File: src/rtl/hive_reg_lcd_rx_pkg.sv
// hive_reg_lcd_rx_pkg: shared constants and types for the LCD receive block.
package hive_reg_lcd_rx_pkg;
    localparam int LCD_NIB_W = 4;
    localparam int LCD_RX_FIFO_ADDR_W = 4;
    localparam logic [7:0] RBUS_LCD_RX = 8'h2c;
    localparam int EMPTY_OFS = 1;
    localparam int OVF_OFS = 2;
    localparam int ERR_OFS = 3;
    typedef enum logic {PH_HI, PH_LO} phase_e;
    typedef struct packed {
        logic                 rs;
        logic [LCD_NIB_W-1:0] hi;
        logic [LCD_NIB_W-1:0] lo;
    } lcd_rx_word_t;
endpackage

File: src/rtl/hive_reg_lcd_rx_phy.sv
// hive_reg_lcd_rx_phy: synchronizes the LCD bus, detects E falls and pairs nibbles into words.
// LCD_RX_TIMEOUT_EN adds a watchdog that abandons a half-received pair.
module hive_reg_lcd_rx_phy
    import hive_reg_lcd_rx_pkg::*;
#(
    parameter int LCD_W       = LCD_NIB_W,
    parameter int SYNC_W      = 2,
    parameter int TIMEOUT_CYC = 4096
) (
    input  logic             clk_i,
    input  logic             rst_n_i,
    input  logic             flush_i,
    input  logic             lcd_rs_i,
    input  logic [LCD_W-1:0] lcd_data_i,
    input  logic             lcd_e_i,
    output logic             push_o,
    output lcd_rx_word_t     word_o,
    output logic             err_o
);
    logic [SYNC_W-1:0] e_q, rs_q;
    logic [SYNC_W-1:0][LCD_W-1:0] d_q;
    logic e_p_q, rs_p_q, rs_hi_q;
    logic [LCD_W-1:0] d_p_q, nib_hi_q;
    phase_e phase_q;
    logic fall, match, timeout;
    // rs/data come from the sample before the fall, while E was still high
    assign fall = e_p_q & ~e_q[SYNC_W-1];
    assign match = rs_p_q == rs_hi_q;
    assign push_o = fall & (phase_q == PH_LO) & match;
    assign err_o = (fall & (phase_q == PH_LO) & ~match) | timeout;
    assign word_o = '{rs: rs_p_q, hi: nib_hi_q, lo: d_p_q};
`ifdef LCD_RX_TIMEOUT_EN
    localparam int CNT_W = $clog2(TIMEOUT_CYC + 1);
    logic [CNT_W-1:0] cnt_q;
    assign timeout = (phase_q == PH_LO) & ~fall & (cnt_q == CNT_W'(TIMEOUT_CYC));
    always_ff @(posedge clk_i) begin
        if (!rst_n_i || fall || phase_q != PH_LO) cnt_q <= '0;
        else if (cnt_q != CNT_W'(TIMEOUT_CYC)) cnt_q <= cnt_q + 1'b1;
    end
`else
    localparam int unused_timeout_cyc = TIMEOUT_CYC;
    assign timeout = 1'b0;
`endif
    always_ff @(posedge clk_i) begin
        if (!rst_n_i) begin
            e_q      <= '0;
            rs_q     <= '0;
            d_q      <= '0;
            e_p_q    <= 1'b0;
            rs_p_q   <= 1'b0;
            d_p_q    <= '0;
            rs_hi_q  <= 1'b0;
            nib_hi_q <= '0;
            phase_q  <= PH_HI;
        end else begin
            e_q    <= {e_q[SYNC_W-2:0], lcd_e_i};
            rs_q   <= {rs_q[SYNC_W-2:0], lcd_rs_i};
            d_q    <= {d_q[SYNC_W-2:0], lcd_data_i};
            e_p_q  <= e_q[SYNC_W-1];
            rs_p_q <= rs_q[SYNC_W-1];
            d_p_q  <= d_q[SYNC_W-1];
            if (flush_i || timeout) phase_q <= PH_HI;
            else if (fall) begin
                rs_hi_q  <= rs_p_q;
                nib_hi_q <= d_p_q;
                phase_q  <= (phase_q == PH_LO && match) ? PH_HI : PH_LO;
            end
        end
    end
endmodule

File: src/rtl/hive_reg_lcd_rx.sv
// hive_reg_lcd_rx: LCD bus responder buffering received {rs, byte} words behind one rbus register.
// Define LCD_RX_TIMEOUT_EN to abandon a pair whose low nibble never arrives.
module hive_reg_lcd_rx
    import hive_reg_lcd_rx_pkg::*;
#(
    parameter int                     ALU_W       = 32,
    parameter int                     RBUS_ADDR_W = 8,
    parameter logic [RBUS_ADDR_W-1:0] ADDR        = RBUS_LCD_RX,
    parameter int                     LCD_W       = LCD_NIB_W,
    parameter int                     FIFO_ADDR_W = LCD_RX_FIFO_ADDR_W,
    parameter int                     SYNC_W      = 2,
    parameter int                     TIMEOUT_CYC = 4096
) (
    input  logic                   clk_i,
    input  logic                   rst_n_i,
    input  logic [RBUS_ADDR_W-1:0] rbus_addr_i,
    input  logic                   rbus_wr_i,
    input  logic                   rbus_rd_i,
    input  logic [ALU_W-1:0]       rbus_wr_data_i,
    output logic [ALU_W-1:0]       rbus_rd_data_o,
    input  logic                   lcd_rs_i,
    input  logic [LCD_W-1:0]       lcd_data_i,
    input  logic                   lcd_e_i
);
    localparam int FIFO_W = 1 + 2 * LCD_W;
    localparam int DEPTH = 1 << FIFO_ADDR_W;
    logic [FIFO_W-1:0] mem_q [DEPTH];
    logic [FIFO_ADDR_W:0] wr_ptr_q, rd_ptr_q;
    logic ovf_q, err_q;
    logic [ALU_W-1:0] rd_data_q, rd_data_d;
    logic sel, rd_en, clr, flush, empty, full, pop, push, push_ok, phy_err;
    lcd_rx_word_t word;
    logic unused_wr;
    assign unused_wr = ^rbus_wr_data_i[ALU_W-1:2];
    assign sel = rbus_addr_i == ADDR;
    assign rd_en = sel & rbus_rd_i;
    assign clr = sel & rbus_wr_i & rbus_wr_data_i[0];
    assign flush = sel & rbus_wr_i & rbus_wr_data_i[1];
    assign empty = wr_ptr_q == rd_ptr_q;
    assign full = (wr_ptr_q ^ rd_ptr_q) == {1'b1, {FIFO_ADDR_W{1'b0}}};
    assign pop = rd_en & ~empty;
    // a simultaneous pop frees the slot, so a full FIFO still accepts the push
    assign push_ok = push & ~flush & (~full | pop);
    assign rbus_rd_data_o = rd_data_q;
    hive_reg_lcd_rx_phy #(
        .LCD_W      (LCD_W),
        .SYNC_W     (SYNC_W),
        .TIMEOUT_CYC(TIMEOUT_CYC)
    ) u_phy (
        .clk_i     (clk_i),
        .rst_n_i   (rst_n_i),
        .flush_i   (flush),
        .lcd_rs_i  (lcd_rs_i),
        .lcd_data_i(lcd_data_i),
        .lcd_e_i   (lcd_e_i),
        .push_o    (push),
        .word_o    (word),
        .err_o     (phy_err)
    );
    always_comb begin
        rd_data_d = '0;
        rd_data_d[ALU_W-EMPTY_OFS] = empty;
        rd_data_d[ALU_W-OVF_OFS] = ovf_q;
        rd_data_d[ALU_W-ERR_OFS] = err_q;
        rd_data_d[FIFO_W-1:0] = empty ? '0 : mem_q[rd_ptr_q[FIFO_ADDR_W-1:0]];
        rd_data_d = rd_en ? rd_data_d : '0;
    end
    always_ff @(posedge clk_i) begin
        if (push_ok) mem_q[wr_ptr_q[FIFO_ADDR_W-1:0]] <= word;
    end
    always_ff @(posedge clk_i) begin
        if (!rst_n_i) begin
            wr_ptr_q  <= '0;
            rd_ptr_q  <= '0;
            ovf_q     <= 1'b0;
            err_q     <= 1'b0;
            rd_data_q <= '0;
        end else begin
            rd_data_q <= rd_data_d;
            wr_ptr_q  <= flush ? '0 : wr_ptr_q + {{FIFO_ADDR_W{1'b0}}, push_ok};
            rd_ptr_q  <= flush ? '0 : rd_ptr_q + {{FIFO_ADDR_W{1'b0}}, pop};
            ovf_q     <= (ovf_q & ~clr) | (push & full & ~pop & ~flush);
            err_q     <= (err_q & ~clr) | phy_err;
        end
    end
endmodule
File: config.mk
export PLATFORM = sky130hd
export DESIGN_NAME = hive_reg_lcd_rx
export DESIGN_NICKNAME = d
export VERILOG_FILES = /design/src/rtl/hive_reg_lcd_rx_pkg.sv /design/src/rtl/hive_reg_lcd_rx_phy.sv /design/src/rtl/hive_reg_lcd_rx.sv
export SDC_FILE = /design/constraint.sdc
export NUM_CORES = 1
export LEC_CHECK = 0
export CAP_MARGIN = 20
export CORE_MARGIN = 2
export CORE_UTILIZATION = 55
export DETAILED_ROUTE_END_ITERATION = 12
export GPL_ROUTABILITY_DRIVEN = 0
export HOLD_SLACK_MARGIN = 0.12
export PLACE_DENSITY = 0.8
export SLEW_MARGIN = 30
export SYNTH_ARGS = -nofsm -noshare
export SYNTH_HDL_FRONTEND = slang
export SYNTH_HIERARCHICAL = 1
export SYNTH_SLANG_ARGS = --single-unit
File: constraint.sdc
create_clock -name clk_i -period 2.8 [get_ports clk_i]
set_clock_uncertainty 0.15 [all_clocks]
set_input_delay 0.28 -clock clk_i [delete_from_list [all_inputs] [get_ports clk_i]]
set_output_delay 0.28 -clock clk_i [all_outputs]
set_load 0.05 [all_outputs]
# ---- Word level (Yosys, flattened, before mapping)
# Memories as Yosys holds them, arrays and structs flattened. A register that Yosys moved wholly into a read port is not among the register bits.
# Cells that the tools add are included.
dict set report op_classes {
  addsub 2
  eq_ne 4
  n_mux 3
  n_bitwise 29
  n_reduce_logical 5
}
# operator count
set ops {}
lappend ops {{1-bit AND} 16}
lappend ops {{5-bit by 1-bit adder with 5-bit output} 2}
lappend ops {{1-bit NOT} 9}
lappend ops {{8-bit by 6-bit equality test with 1-bit output (second input constant)} 1}
lappend ops {{5-bit equality test} 1}
lappend ops {{5-bit equality test (second input constant)} 1}
lappend ops {{5-bit XOR} 1}
lappend ops {{2-bit AND reduction} 2}
lappend ops {{1-bit 2-to-1 mux} 3}
lappend ops {{1-bit bitwise OR} 3}
lappend ops {{3-bit OR reduction} 1}
lappend ops {{2-bit OR reduction} 1}
lappend ops {{1-bit equality test} 1}
lappend ops {{1-bit logical AND} 1}
dict set report totals {
  ff_bits 59
  mem_bits_rw 144
  input_bits 50
  out_inout_bits 32
  elab_cells 60
  n_memories 1
}
# memory depth width rd rd_ports_with_merged_regs write_ports line_no
set mem_list {}
lappend mem_list {mem_q 16 9 1 1 1 hive_reg_lcd_rx.sv:27} ;# logic [FIFO_W-1:0] mem_q [DEPTH];

# ---- Depth between registers and ports, before layout
# Gate-level depths: netlist of the first run.
dict set report logic_depth {
  ltp_word 8
  mapped_depth 11
  ltp_nobuf 9
}

# ---- By module
# The synthesis of the first run kept the hierarchy.
# module n_inst cells_per_inst area_per_inst_um2 seq_area_each_um2
set modules_own_cells {}
lappend modules_own_cells {hive_reg_lcd_rx 1 406 6775.2 4804.6}
lappend modules_own_cells {hive_reg_lcd_rx_phy 1 70 797.0 480.5}

# ---- Worst setup path before layout of the first run
# No wires, ideal clock.
dict set report synth_path {
  path_kind {input to register}
  start {in rbus_addr_i[4]}
  end {mem mem_q[1][0] (netlist bit), enable pin}
  setup_ns 0.399
  arrival_time_ns 2.030
  required_ns 2.251
  setup_slack_ns 0.221
  stages 4
  path_buffers 0
  path_cell_list {nor4b_4 -> and3_4 -> o311ai_4 -> nor4_1}
}
dict set report synth_between {
  elab_chain_cells 8
  word_cells_on_any_way 11
}
# element line_no
set synth_lines {}
lappend synth_lines {{from (decl)} hive_reg_lcd_rx.sv:16} ;# input logic [RBUS_ADDR_W-1:0] rbus_addr_i,
lappend synth_lines {{8-bit by 6-bit equality test with 1-bit output (*)} hive_reg_lcd_rx.sv:35} ;# assign sel = rbus_addr_i == ADDR;
lappend synth_lines {{1-bit AND (2 in a row)} hive_reg_lcd_rx.sv:38} ;# assign flush = sel & rbus_wr_i & rbus_wr_data_i[1];
lappend synth_lines {{1-bit NOT (no line)} n/a}
lappend synth_lines {{1-bit AND} hive_reg_lcd_rx.sv:43} ;# assign push_ok = push & ~flush & (~full | pop);
lappend synth_lines {{1-bit AND (*)} hive_reg_lcd_rx.sv:43}
lappend synth_lines {{1-bit 2-to-1 mux (*)} hive_reg_lcd_rx.sv:69} ;# if (push_ok) mem_q[wr_ptr_q[FIFO_ADDR_W-1:0]] <= word;
lappend synth_lines {{1-bit 2-to-1 mux (not written as such) (*)} hive_reg_lcd_rx.sv:69}
lappend synth_lines {{to (decl)} hive_reg_lcd_rx.sv:27}
# Mark *: on every way between the ends. The rest lies on a longest branch, timed or not.

# ---- Worst setup path in the final report of the first run
dict set report layout_path {
  start {reg wr_ptr_q[2]}
  end {reg wr_ptr_q[4]}
}
dict set report layout_between {
  elab_chain_cells 6
  word_cells_on_any_way 9
}
# element line_no
set layout_lines {}
lappend layout_lines {{from (decl)} hive_reg_lcd_rx.sv:28} ;# logic [FIFO_ADDR_W:0] wr_ptr_q, rd_ptr_q;
lappend layout_lines {{from (signal assigned)} hive_reg_lcd_rx.sv:80} ;# wr_ptr_q <= flush ? '0 : wr_ptr_q + {{FIFO_ADDR_W{1'b0}}, push_ok};
lappend layout_lines {{5-bit XOR / 5-bit equality test (equally long branches)} {hive_reg_lcd_rx.sv:40, hive_reg_lcd_rx.sv:39}}
lappend layout_lines {{5-bit equality test / 1-bit NOT (equally long branches)} {hive_reg_lcd_rx.sv:40, hive_reg_lcd_rx.sv:41}}
lappend layout_lines {{1-bit NOT / 1-bit AND (equally long branches)} {hive_reg_lcd_rx.sv:43, hive_reg_lcd_rx.sv:41}}
lappend layout_lines {{1-bit bitwise OR} hive_reg_lcd_rx.sv:43}
lappend layout_lines {{1-bit AND} hive_reg_lcd_rx.sv:43}
lappend layout_lines {{5-bit by 1-bit adder with 5-bit output (*)} hive_reg_lcd_rx.sv:80}
# Marks and branches as above.
# A chain may end at the register's enable or synchronous reset.

==> results of run 1 <==
cell type report:
class / instances / area [um^2] / share of cell area
Sequential cell: 192 / 5290 / 0.609
Multi-Input combinational cell: 253 / 2040 / 0.234
Timing Repair Buffer: 56 / 510 / 0.0587
Clock buffer: 17 / 425 / 0.0490
Tap cell: 176 / 220 / 0.0253
Clock inverter: 15 / 194 / 0.0223
Inverter: 4 / 15.0 / 0.00173
cells by family after synthesis:
group,after synthesis,share of synthesized area
flip-flops,192,0.698
AND/OR/NAND/NOR,116,0.0899
multiplexers,63,0.115
buffers and inverters,50,0.0426
AO/OA/AOI/OAI,38,0.0340
XOR/XNOR,12,0.0139
adder cells (fa/ha/maj),4,0.00661
other,1,0.000495
cells in the final DEF (no fill, tap or decap), types with 5 or more instances in the layout:
master             n
conb_1            20
dfxtp_1           47
and3_1             6
mux4_2            18
a21oi_1           20
nor2_1             9
nand2_1           27
nor4_1             6
mux2i_1           36
clkdlybuf4s50_1   31
and2_1            18
mux2_2             9
nand3_2            5
xor2_1             6
a22oi_1            9
edfxtp_1         144
xnor2_1            6
buf_4             24
nor3_1            10
clkbuf_16         17
nand3_1           14
o21ai_2            5
registers in the layout, indices dropped and copies added (netlist names):
signal / count
u_phy/phase_q: 1
u_phy/rs_q: 2
rd_ptr_q: 5
wr_ptr_q: 5
u_phy/d_q: 8
u_phy/e_p_q: 1
rbus_rd_data_o: 12
u_phy/nib_hi_q: 4
ovf_q: 1
u_phy/rs_hi_q: 1
mem_q: 144
u_phy/d_p_q: 4
u_phy/e_q: 2
err_q: 1
u_phy/rs_p_q: 1
final timing paths:
| path | endpoint | slack, ns | cells past startpoint |
|---|---|---|---|
| hold / removal | u_phy/d_q[4]$_SDFF_PN0_ | 0.28 | 1 |
| hold reg to reg | u_phy/d_q[4]$_SDFF_PN0_ | 0.28 | 1 |
| setup reg to reg | wr_ptr_q[4]$_SDFF_PP0_ | 0.43 | 9 |
| setup / recovery | wr_ptr_q[4]$_SDFF_PP0_ | 0.43 | 9 |
metrics by stage:
step,utilization,hold slack [ns],setup WS (ns),area [um^2]
floorplan,-,0.257,0.221,7640
global placement,0.605,0.264,0.183,8070
detailed placement,0.605,0.267,0.0640,8070
CTS,0.651,0.262,0.424,8690
global route,0.651,0.270,0.260,8690
finish,0.651,0.281,0.431,8690
report_power, final:
part | internal (mW) | switching (mW)
clock network | 1.49 | 0.996
registers | 3.04 | 0.0119
logic | 0.0351 | 0.0807
worst reg2reg max path: cells and delay by family (launching register included):
kind            cells  cell delay (ns)
buf+inv             1             0.05
compound gates      1             0.33
fa+ha+maj           2             0.41
simple gates        3             0.39
xor+xnor            2             0.37
flops               1             0.56
metal layers:
layer	global-route usage	routed length, um	vias up
met5	0	0	-
met4	0.106	559	0
met3	0.0625	1200	38
met2	0.301	6380	208
met1	0.267	5650	1957
li1	-	-	1849
==> metrics.yaml, run 1 <==
yosysSeqAreaShare: 0.698
power_leakage_nw: 2.93
antenna_found_initial: 0
drt-initial-drc-count: 485
total_power_mw: 5.65
syn_area_um2: 7570
finalCritPeriodShare: 0.846
ys_seq_elements: 192
synth-main-ff-cell: "edfxtp_1"
outcome: "completed"
stdcell_count: 713
critPathLaunch: "wr_ptr_q[2]$_SDFF_PP0_"
setup_viol: 0
syn_inst: 476
ir_drop_mv: 0.438
crit_family: "flip-flops"
critPathArrivalTime_ns: 2.53
cellPowerDensity_nw_per_um2: 650
grt_util_all_layers: 0.202
overflow: 0
rsz0062_at_grt: "no"
die_h_um: 121
crit_type: "reg -> reg"
place_inst: 681
post-synth-top-area-cell: "edfxtp_1"
wl_per_cell_um: 19.3
worstSetupEndpointType: "flip-flop"
area_delta_synth_final_pct: 14.8
num-nets-final: 578
critPathRequiredTime_ns: 2.96
htreeDepth: 4
via_per_inst: 5.68
grt_pass1_vias: 3874
cp-start-kind: "flip-flop"
initial_core_util: 0.567
cap_violations: 0
ys_types: 44
diodes: 0
root_buffer: "clkbuf_16"
timing.fmax_mhz: 422
synth.most_common_cell: "edfxtp_1"
ios: 82
clock_latency_ns: 0.43
core_area_um2: 13300
die_w_um: 121
design.die.area_um2: 14700
slew_violations: 0
cts_tree: "yes"
path_buf_inv: 1
clockBufferDepth: 2
synthTopCellsByCount: "144 x edfxtp_1, 48 x dfxtp_1, 36 x mux2i_1"
cp_common_cell: "ha_1"
clkTransAtPathRegs_ns: 0.07
synth_edf_count: 144
synth_top_area_frac: 0.571
hold_buffers: 0
avgSynthCellArea_um2: 15.9
drc: 0
cpMaxStageDelayCell: "dfxtp_1"
cp_max_fo: 11
hp-start: "u_phy/d_q[0]$_SDFF_PN0_"
numPortBuffers: 31
cts.sinks: 192
yosys_warnings: 6
path_cells: "xnor2_1 > nand4_2 > o311ai_4 > inv_2 > ha_1 > ha_1 > nand3_1 > xor2_1 > nor2_1"
hold_path_class: "reg -> reg"
core.rowCount: 42
cts_made_buffers: 17
hold_violations: 0
synthTopCellsByArea: "edfxtp_1 57%, dfxtp_1 13%, mux4_2 5.4%"
dp_hpwl_um: 8510
worstMarginPinSlew_ns: 0.963
min_period_ns: 2.37
first_pass_iters: 5
drtAntennaViolNets: 0
nFillCells: 888
tns_ns: 0
dr_total_vias: 4052
synth-async-reset-ratio: 0
drive_above_1_share: 0.190
grt_max_degree: 56
relSlewSlack: 0.357
worstReg2RegStart: "wr_ptr_q[2]$_SDFF_PP0_"
grt_pass1_wl_um: 21200
post_cts_resized: 0
slowest_delay_ns: 0.56
cts_setup_buffers: 0
drt-total-wl_um: 13800
Power figures use the tool's default switching activity.
==> inputs of run 2 (changes only) <==
CORE_UTILIZATION = 51   (was 55)
PLACE_DENSITY = 0.78   (was 0.8)
clock period = 1.95 ns   (was 2.8 ns; I/O delays follow)
==> run 2 against run 1 <==
  * The flow now finishes with violations (negative setup slack)
  * Clock power rose by 22%
  * Critical path depth down 3
  * Die area is 7.6% higher
  * Largest cell class unchanged
==> metrics.yaml, run 2 (synthesis gave the netlist of run 1 again) <==
dr_total_vias: 4207
numPortBuffers: 31
num-nets-final: 613
antenna_found_initial: 0
tns_ns: -7.18
drtAntennaViolNets: 0
cts_made_buffers: 17
hold_violations: 0
first_pass_iters: 5
cap_violations: 0
min_period_ns: 2.06
postPlaceCellArea_um2: 8460
final_util: 0.631
r2r_slack_ns: -0.11
critPathRequiredTime_ns: 1.98
clockBufferDepth: 2
topRoutingLayerUsed: "met4"
cellPowerDensity_nw_per_um2: 826
cp-start-kind: "flip-flop"
ir_drop_mv: 0.611
clkTransAtPathRegs_ns: 0.06
design.die.area_um2: 15800
area_delta_synth_final_pct: 21.1
drt-initial-drc-count: 272
initial_core_util: 0.521
core.rowCount: 44
met1Wirelength_um: 5900
grt_max_degree: 40
overflow: 0
grt_pass1_wl_um: 23100
grt_pass1_vias: 4212
cp-endpoint: "mem_q[9][4]$_DFFE_PP_"
critPathLaunch: "rd_ptr_q[0]$_SDFF_PP0_"
fin_ws_ns: -0.105
final_common_cell: "edfxtp_1"
largest_reg_flops: 144
crit_type: "reg -> reg"
drive_above_1_share: 0.299
htreeDepth: 4
via_per_inst: 5.56
dp_hpwl_um: 9540
relSlewSlack: 0.531
hold_buffers: 0
rsz0062_at_grt: "yes"
critPathArrivalTime_ns: 2.09
nFillCells: 1020
wl_met3_um: 975
wl_per_cell_um: 19.6
grt_util_all_layers: 0.197
core_area_um2: 14500
outcome: "finished with violations"
worstReg2RegStart: "rd_ptr_q[0]$_SDFF_PP0_"
cts.sinks: 192
total_power_mw: 7.57
setup_viol: 148
design_area_um2: 9170
drc: 0
timing.fmax_mhz: 487
root_buffer: "clkbuf_16"
die_h_um: 126
worstMarginPinSlew_ns: 0.703
diodes: 0
ios: 82
wl_met2_um: 7680
finalCritPeriodShare: 1.05
drt-total-wl_um: 14800
timing.rr.end: "mem_q[9][4]$_DFFE_PP_"
worstSetupEndpointType: "flip-flop"
final_cell_mix: "144 x edfxtp_1, 50 x buf_4, 41 x dfxtp_1, 36 x mux2i_1, 30 x clkdlybuf4s50_1"
die_w_um: 126
cts_tree: "yes"
cp_max_fo: 12
hold_path_class: "in -> reg"
power_leakage_nw: 3.08
slew_violations: 0
clock_latency_ns: 0.43
failed_checks: "negative setup slack"
ff2ff_path_depth: 6
run 2: worst max-delay path, stage by stage, from the launching register on:
cell      delay (ns)
dfxtp_4         0.37
xnor2_2         0.19
nand4_4         0.14
o311ai_4        0.43
buf_6           0.26
nor3_1          0.08
buf_4           0.19
run 2: repair_timing:
item	in CTS	in global routing
setup endpoints to repair	159	160
gates resized for setup	23	25
pin swaps	7	3
hold endpoints to repair	0	0
buffers inserted	1	0
cloned	1	1
run 2: through the flow:
| stage | hold slack (ns) | setup WS [ns] | cells |
|---|---|---|---|
| 6_report | 0.196 | -0.105 | 756 |
| 5_1_grt | 0.207 | -0.209 | 756 |
| 4_1_cts | 0.184 | -0.0791 | 755 |
| 3_5_place_dp | 0.267 | -0.566 | 721 |
| 3_3_place_gp | 0.264 | -0.521 | 721 |
| 2_1_floorplan | 0.172 | -0.396 | 495 |
run 2: area by class of cell:
| type | count | area, um^2 | area share |
|---|---|---|---|
| clock inverter | 7 | 43.8 | 0.00478 |
| multi-input combinational | 253 | 2290 | 0.249 |
| inverter | 4 | 17.5 | 0.00191 |
| clock buffer | 25 | 465 | 0.0508 |
| timing repair buffer | 91 | 822 | 0.0897 |
| sequential | 192 | 5300 | 0.578 |
| tap | 184 | 230 | 0.0251 |
run 2: how the worst min path moves through the flow:
stage,from,to,slack [ns],depth (start not counted)
after floorplan,lcd_data_i[0],u_phy/d_q[0]$_SDFF_PN0_,0.17,1
after global placement,u_phy/d_q[7]$_SDFF_PN0_,u_phy/d_p_q[3]$_SDFF_PN0_,0.26,1
after detailed placement,u_phy/e_q[0]$_SDFF_PN0_,u_phy/e_q[1]$_SDFF_PN0_,0.27,1
after CTS,lcd_data_i[2],u_phy/d_q[2]$_SDFF_PN0_,0.18,2
after global routing,lcd_data_i[3],u_phy/d_q[3]$_SDFF_PN0_,0.21,2
final,lcd_data_i[2],u_phy/d_q[2]$_SDFF_PN0_,0.20,2
run 2: metal layers:
layer,global-route usage,vias up
met4,0.0646,0
li1,-,1919
met1,0.244,2094
met3,0.0510,24
met2,0.340,170
met5,0,-
run 2: report_power, final:
group | switching [mW] | total [mW] | internal, mW
Sequential | 0.0104 | 4.37 | 4.36
Combinational | 0.126 | 0.181 | 0.0545
Clock | 1.37 | 3.02 | 1.65
Total | 1.51 | 7.57 | 6.07
==> inputs of run 3 (changes only) <==
CORE_UTILIZATION = 50   (was 51)
PLACE_DENSITY = 0.77   (was 0.78)
SYNTH_HIERARCHICAL = not set   (was 1)
==> run 3 against run 2 <==
  * Setup slack got worse by 0.030 ns
  * Highest routed layer unchanged
  * Non-clock buffer count decreased by 1
  * Critical path depth unchanged
  * Synthesized cell count decreased by 13%
  * Clock power increased by 15%
  * Design area increased by 0.74%
  * Critical path type unchanged
  * The flow still finishes with violations (negative setup slack)
  * Worst hold slack about the same
  * Core utilization increased by 0.46 points
  * First-iteration DRC count increased by 42%
==> metrics.yaml, run 3 <==
outcome: "finished with violations"
failed_checks: "negative setup slack"
die_w_um: 126
avgSynthCellArea_um2: 17.9
diodes: 0
synth.most_common_cell: "edfxtp_1"
final_cell_mix: "144 x edfxtp_1, 41 x dfxtp_1, 39 x buf_4, 36 x mux4_2, 26 x clkdlybuf4s50_1"
synthTopCellsByCount: "144 x edfxtp_1, 48 x dfxtp_1, 36 x mux4_2"
clockBufferDepth: 2
hold_violations: 0
cp-start-kind: "flip-flop"
critPathRequiredTime_ns: 1.93
die_h_um: 126
timing.rr.end: "mem_q[14][0]$_DFFE_PP_"
power_leakage_nw: 3.13
syn_area_um2: 7410
yosysSeqAreaShare: 0.713
first_pass_iters: 5
clkTransAtPathRegs_ns: 0.07
cellPowerDensity_nw_per_um2: 869
hold_buffers: 0
critPathLaunch: "u_phy.e_q[1]$_SDFF_PN0_"
finalCritPeriodShare: 1.07
min_period_ns: 2.09
register_area_um2: 5300
relSlewSlack: 0.524
ff2ff_path_depth: 6
numPortBuffers: 31
cts_tree: "yes"
ys_types: 45
worstReg2RegStart: "u_phy.e_q[1]$_SDFF_PN0_"
ir_drop_mv: 0.640
crit_type: "reg -> reg"
yosys_warnings: 0
final_common_cell: "edfxtp_1"
ios: 82
timing.hold.ws_ns: 0.196
cp-endpoint: "mem_q[14][0]$_DFFE_PP_"
r2r_slack_ns: -0.14
fin_ws_ns: -0.136
ys_seq_elements: 192
synth_edf_count: 144
timing.fmax_mhz: 479
largest_reg_flops: 144
grt_max_degree: 39
core.rowCount: 44
drtAntennaViolNets: 0
cap_violations: 0
core_area_um2: 14500
area_delta_synth_final_pct: 24.6
post-synth-top-area-cell: "edfxtp_1"
nFillCells: 1019
cts_made_buffers: 17
worstMarginPinSlew_ns: 0.713
synth-main-ff-cell: "edfxtp_1"
overflow: 0
syn_inst: 414
cp_max_fo: 16
multi_input_area_um2: 2200
rsz0062_at_grt: "yes"
drive_above_1_share: 0.348
worstSetupEndpointType: "flip-flop"
slew_violations: 0
setup_viol: 139
cts.sinks: 192
grt_util_all_layers: 0.198
htreeDepth: 4
post-place-ws_ns: -0.545
dp_hpwl_um: 9170
synth-async-reset-ratio: 0
drc: 0
dr_total_vias: 3934
antenna_found_initial: 0
critPathArrivalTime_ns: 2.06
initial_core_util: 0.510
grt_pass1_wl_um: 22900
design.die.area_um2: 15800
wl_per_cell_um: 21.9
hold_path_class: "in -> reg"
clock_latency_ns: 0.43
drt-initial-drc-count: 385
num-nets-final: 555
synth_top_area_frac: 0.583
drt-total-wl_um: 15300
grt_pass1_vias: 4035
root_buffer: "clkbuf_16"
via_per_inst: 5.64
synthTopCellsByArea: "edfxtp_1 58%, dfxtp_1 13%, mux4_2 11%"
[run 3: changes by cell type after synthesis, sizes merged, moves of 4 or more]
cell	previous run	this run
a21oi	20	9
buf	38	34
nand3	19	5
nand2	27	6
a22oi	9	18
o21ai	6	1
mux4	18	36
mux2	9	0
mux2i	36	5
[run 3: layout make-up]
type / count / area share
timing repair buffer: 90 / 0.0976
inverter: 3 / 0.00122
clock buffer: 18 / 0.0465
multi-input combinational: 197 / 0.238
tap: 184 / 0.0249
clock inverter: 14 / 0.0180
sequential: 192 / 0.574
[run 3: worst min-delay path by stage]
| stage | from | endpoint | cells after the start |
|---|---|---|---|
| after global placement | u_phy.rs_q[0]$_SDFF_PN0_ | u_phy.rs_q[1]$_SDFF_PN0_ | 1 |
| after floorplan | lcd_data_i[0] | u_phy.d_q[0]$_SDFF_PN0_ | 1 |
| after detailed placement | u_phy.d_q[0]$_SDFF_PN0_ | u_phy.d_q[4]$_SDFF_PN0_ | 1 |
| final | lcd_e_i | u_phy.e_q[0]$_SDFF_PN0_ | 2 |
| after global routing | lcd_data_i[0] | u_phy.d_q[0]$_SDFF_PN0_ | 2 |
| after CTS | lcd_data_i[0] | u_phy.d_q[0]$_SDFF_PN0_ | 2 |
[run 3: cell families (layout without fill, tap and decap cells)]
kind of cell    count (synthesis)  after routing  synth area share
mux                            41             41             0.116
simple gates                   84             84            0.0707
compound gates                 36             36            0.0373
flops                         192            192             0.713
xor+xnor                       12             12            0.0182
other cells                     1             20          0.000506
buf+inv                        44            125            0.0375
fa+ha+maj                       4              4           0.00675
[run 3: what timing repair did]
item | 4_1_cts | 5_1_grt
setup buffers | 6 | 2
gates resized for setup | 20 | 35
setup endpoints to repair | 141 | 158
gates cloned | 3 | 4
pin swaps | 7 | 11
[run 3: layer usage]
metal | part of all wire | GRT usage | wire length [um]
met3 | 0.056 | 0.0425 | 851
met2 | 0.51 | 0.332 | 7850
met5 | 0 | 0 | 0
met4 | 0.027 | 0.0834 | 410
met1 | 0.40 | 0.252 | 6140
[run 3: per-stage QoR]
| stage | util | setup TNS (ns) | cell area [um^2] | cells | total power, mW |
|---|---|---|---|---|---|
| 2_1_floorplan | - | -34.18 | 7670 | 433 | 4.61 |
| 3_3_place_gp | 0.571 | -64.56 | 8300 | 651 | 4.65 |
| 3_5_place_dp | 0.571 | -74.06 | 8300 | 651 | 4.65 |
| 4_1_cts | 0.624 | -11.62 | 9070 | 692 | 8.08 |
| 5_1_grt | 0.635 | -25.35 | 9230 | 698 | 8.25 |
| 6_report | 0.635 | -12.13 | 9230 | 698 | 8.03 |
[run 3: where the power goes]
group	leakage [nW]	total, mW	internal, mW	switching [mW]
Clock	0.284	3.46	2.01	1.45
Combinational	1.12	0.183	0.0614	0.122
Sequential	1.73	4.38	4.36	0.0168
Total	3.13	8.03	6.44	1.59
[run 3: worst max-delay path, stage by stage, from the launching register on]
cell and delay [ns]:
dfxtp_2 0.32, nand3b_1 0.20, a311oi_2 0.35, o31ai_4 0.14, buf_12 0.19, nor3_2 0.23
buf_6 0.19
==> RTL edit (settings of run 3) <==
The parameter `ALU_W` goes from 32 to 40.
--- a/src/rtl/hive_reg_lcd_rx.sv
+++ b/src/rtl/hive_reg_lcd_rx.sv
@@ -3,7 +3,7 @@
 module hive_reg_lcd_rx
     import hive_reg_lcd_rx_pkg::*;
 #(
-    parameter int                     ALU_W       = 32,
+    parameter int                     ALU_W       = 40,
     parameter int                     RBUS_ADDR_W = 8,
     parameter logic [RBUS_ADDR_W-1:0] ADDR        = RBUS_LCD_RX,
     parameter int                     LCD_W       = LCD_NIB_W,
Interface: changed (resized rbus_rd_data_o and rbus_wr_data_i); port bits go from 82 to 98. No check against the original RTL was run, so the function may have changed too.
==> RTL edit against run 3 <==
The flow still finishes with violations (negative setup slack). Final cell count increased by 1.0%. Largest power group unchanged. Worst setup slack got worse by 0.027 ns. Critical path type unchanged. Area after synthesis grew 0.81%. Routed wire length fell by 6.3%. Power fell by 0.27%. Sequential cell count unchanged. Clock power decreased by 1%. Die area is 0.78% higher. Non-clock buffer count is 1 lower. Via count decreased by 1.5%. Highest routed layer unchanged. Final area up 0.22%.
==> RTL edit: results (changes against run 3) <==
status:
  outcome: "complete, but fails checks"  # unchanged
  failed_checks: "negative setup slack"  # unchanged
synth:
  synthMuxAreaShare_pct: 11.5  # was 11.6%
  yosys-top-cells-area: "edfxtp_1 (58%), dfxtp_1 (13%), mux4_2 (11%)"  # unchanged
  ys_warn_count: 0  # unchanged
  yosysSeqAreaShare_pct: 70.7  # was 71.3%
  synthAdderAreaFrac_pct: 0.670  # was 0.675%
  synth_commonest_cells: "edfxtp_1 (144), dfxtp_1 (48), mux4_2 (36)"  # unchanged
  synth_compound_area_share_pct: 3.70  # was 3.73%
  synth_xor_xnor_area_share_pct: 1.81  # was 1.82%
setup_path:
  crit_path_end: "mem_q[4][4]"  # was mem_q[14][0]
  worst_path_max_delay_cell: "a311oi_2"  # unchanged
  worstPathArrival_ns: 2.10  # was 2.06 ns
  reg2regPathDepth: 6  # unchanged
route:
  routed_via_density: 5.50  # was 5.64
  drtIter0Drc: 368  # was 385
  routed_wl_um: 14300  # was 15,300 um
finish:
  nNetsFinal: 570  # was 555
  drive_above_1_share_pct: 33.8  # was 34.8%
grt:
  grtUsageTotal_pct: 18.7  # was 19.8%
  first_global_vias: 3849  # was 4,035
  grt_pass1_wl_um: 22100  # was 22,900 um
timing:
  timing.final.ws_setup_ns: -0.163  # was -0.136 ns
  setup_viol: 136  # was 139
  slew_headroom_pct: 48.4  # was 52.4%
power_and_ir_drop:
  p_int_uw: 6480  # was 6440 uW
  ir_worst_vdd_v: 0.000620  # was 0.000640 V
  p_leak_uw: 0.00317  # was 0.00313 uW
place:
  dp_hpwl_um: 9350  # was 9170 um
  numPortBuffers: 31  # unchanged
cts:
  htreeDepth: 4  # unchanged
min_path:
  hold_depth: 5  # was 2
-- RTL edit: cell types whose count changed after synthesis, sizes merged --
cell,delta
buf,+8
-- RTL edit: cells by family (layout without fill, tap and decap cells) --
kind of cell	count (synthesis)	in the layout
AOI/OAI and AO/OA	36	36
other	1	28
buffers and inverters	52	124
and+or+nand+nor	84	84
DFF	192	192
xor gates and xnor gates	12	12
muxes	41	41
adders and majority gates	4	4
-- RTL edit: worst min path at each step --
stage              startpoint  slack, ns                 end
6_report       rbus_addr_i[7]       0.18  rbus_rd_data_o[39]
5_1_grt        rbus_addr_i[7]       0.18  rbus_rd_data_o[39]
4_1_cts               lcd_e_i       0.18        u_phy.e_q[0]
3_5_place_dp     u_phy.e_q[0]       0.27        u_phy.e_q[1]
3_3_place_gp     u_phy.d_q[4]       0.27      u_phy.d_p_q[0]
2_1_floorplan   lcd_data_i[0]       0.17        u_phy.d_q[0]
-- RTL edit: through the flow --
| step | hold WS (ns) | setup slack, ns | setup TNS [ns] | std cells | cell area (um2) |
|---|---|---|---|---|---|
| finish | 0.176 | -0.163 | -12.09 | 705 | 9250 |
| CTS | 0.182 | -0.128 | -9.90 | 694 | 9010 |
| global placement | 0.266 | -0.465 | -65.38 | 660 | 8340 |
| global route | 0.181 | -0.279 | -29.14 | 705 | 9250 |
| detailed placement | 0.267 | -0.508 | -71.78 | 660 | 8340 |
| floorplan | 0.172 | -0.376 | -34.18 | 449 | 7760 |
-- RTL edit: power groups by stage --
stage | clock network (uW) | registers, uW | logic [uW]
floorplan | 0 | 4460 | 195
global placement | 0 | 4470 | 212
detailed placement | 0 | 4470 | 215
CTS | 3460 | 4380 | 215
global route | 3630 | 4380 | 226
finish | 3410 | 4380 | 215
-- RTL edit: repair_timing --
item,in CTS,in global routing
pin swaps,5,15
buffers inserted,1,8
gates resized for setup,19,40
cloned,1,4
hold buffers,0,0
setup endpoints to repair,154,154
hold endpoints to repair,0,0
-- RTL edit: critical path: cells and delay by family, from the launching register on --
family	cells	cell delay, ns
AND/OR/NAND/NOR	2	0.47
AO/OA/AOI/OAI	2	0.49
flip-flops	1	0.31
buffers and inverters	2	0.39
-- RTL edit: layer usage --
layer | share of wire (%) | track usage [%] | wire (um)
met1 | 43 | 25.9 | 6190
met2 | 49 | 29.5 | 7040
met3 | 5.7 | 4.59 | 818
met4 | 1.7 | 5.95 | 247
met5 | 0 | 0 | 0
-- RTL edit: final cells by class --
class                      count  area, um2
clock inverter                 5       76.3
timing repair buffer          89        878
tap                          184        230
fill                         974       5340
clock buffer                  27        513
inverter                       3       11.3
sequential                   192       5290
multi-input combinational    205       2250
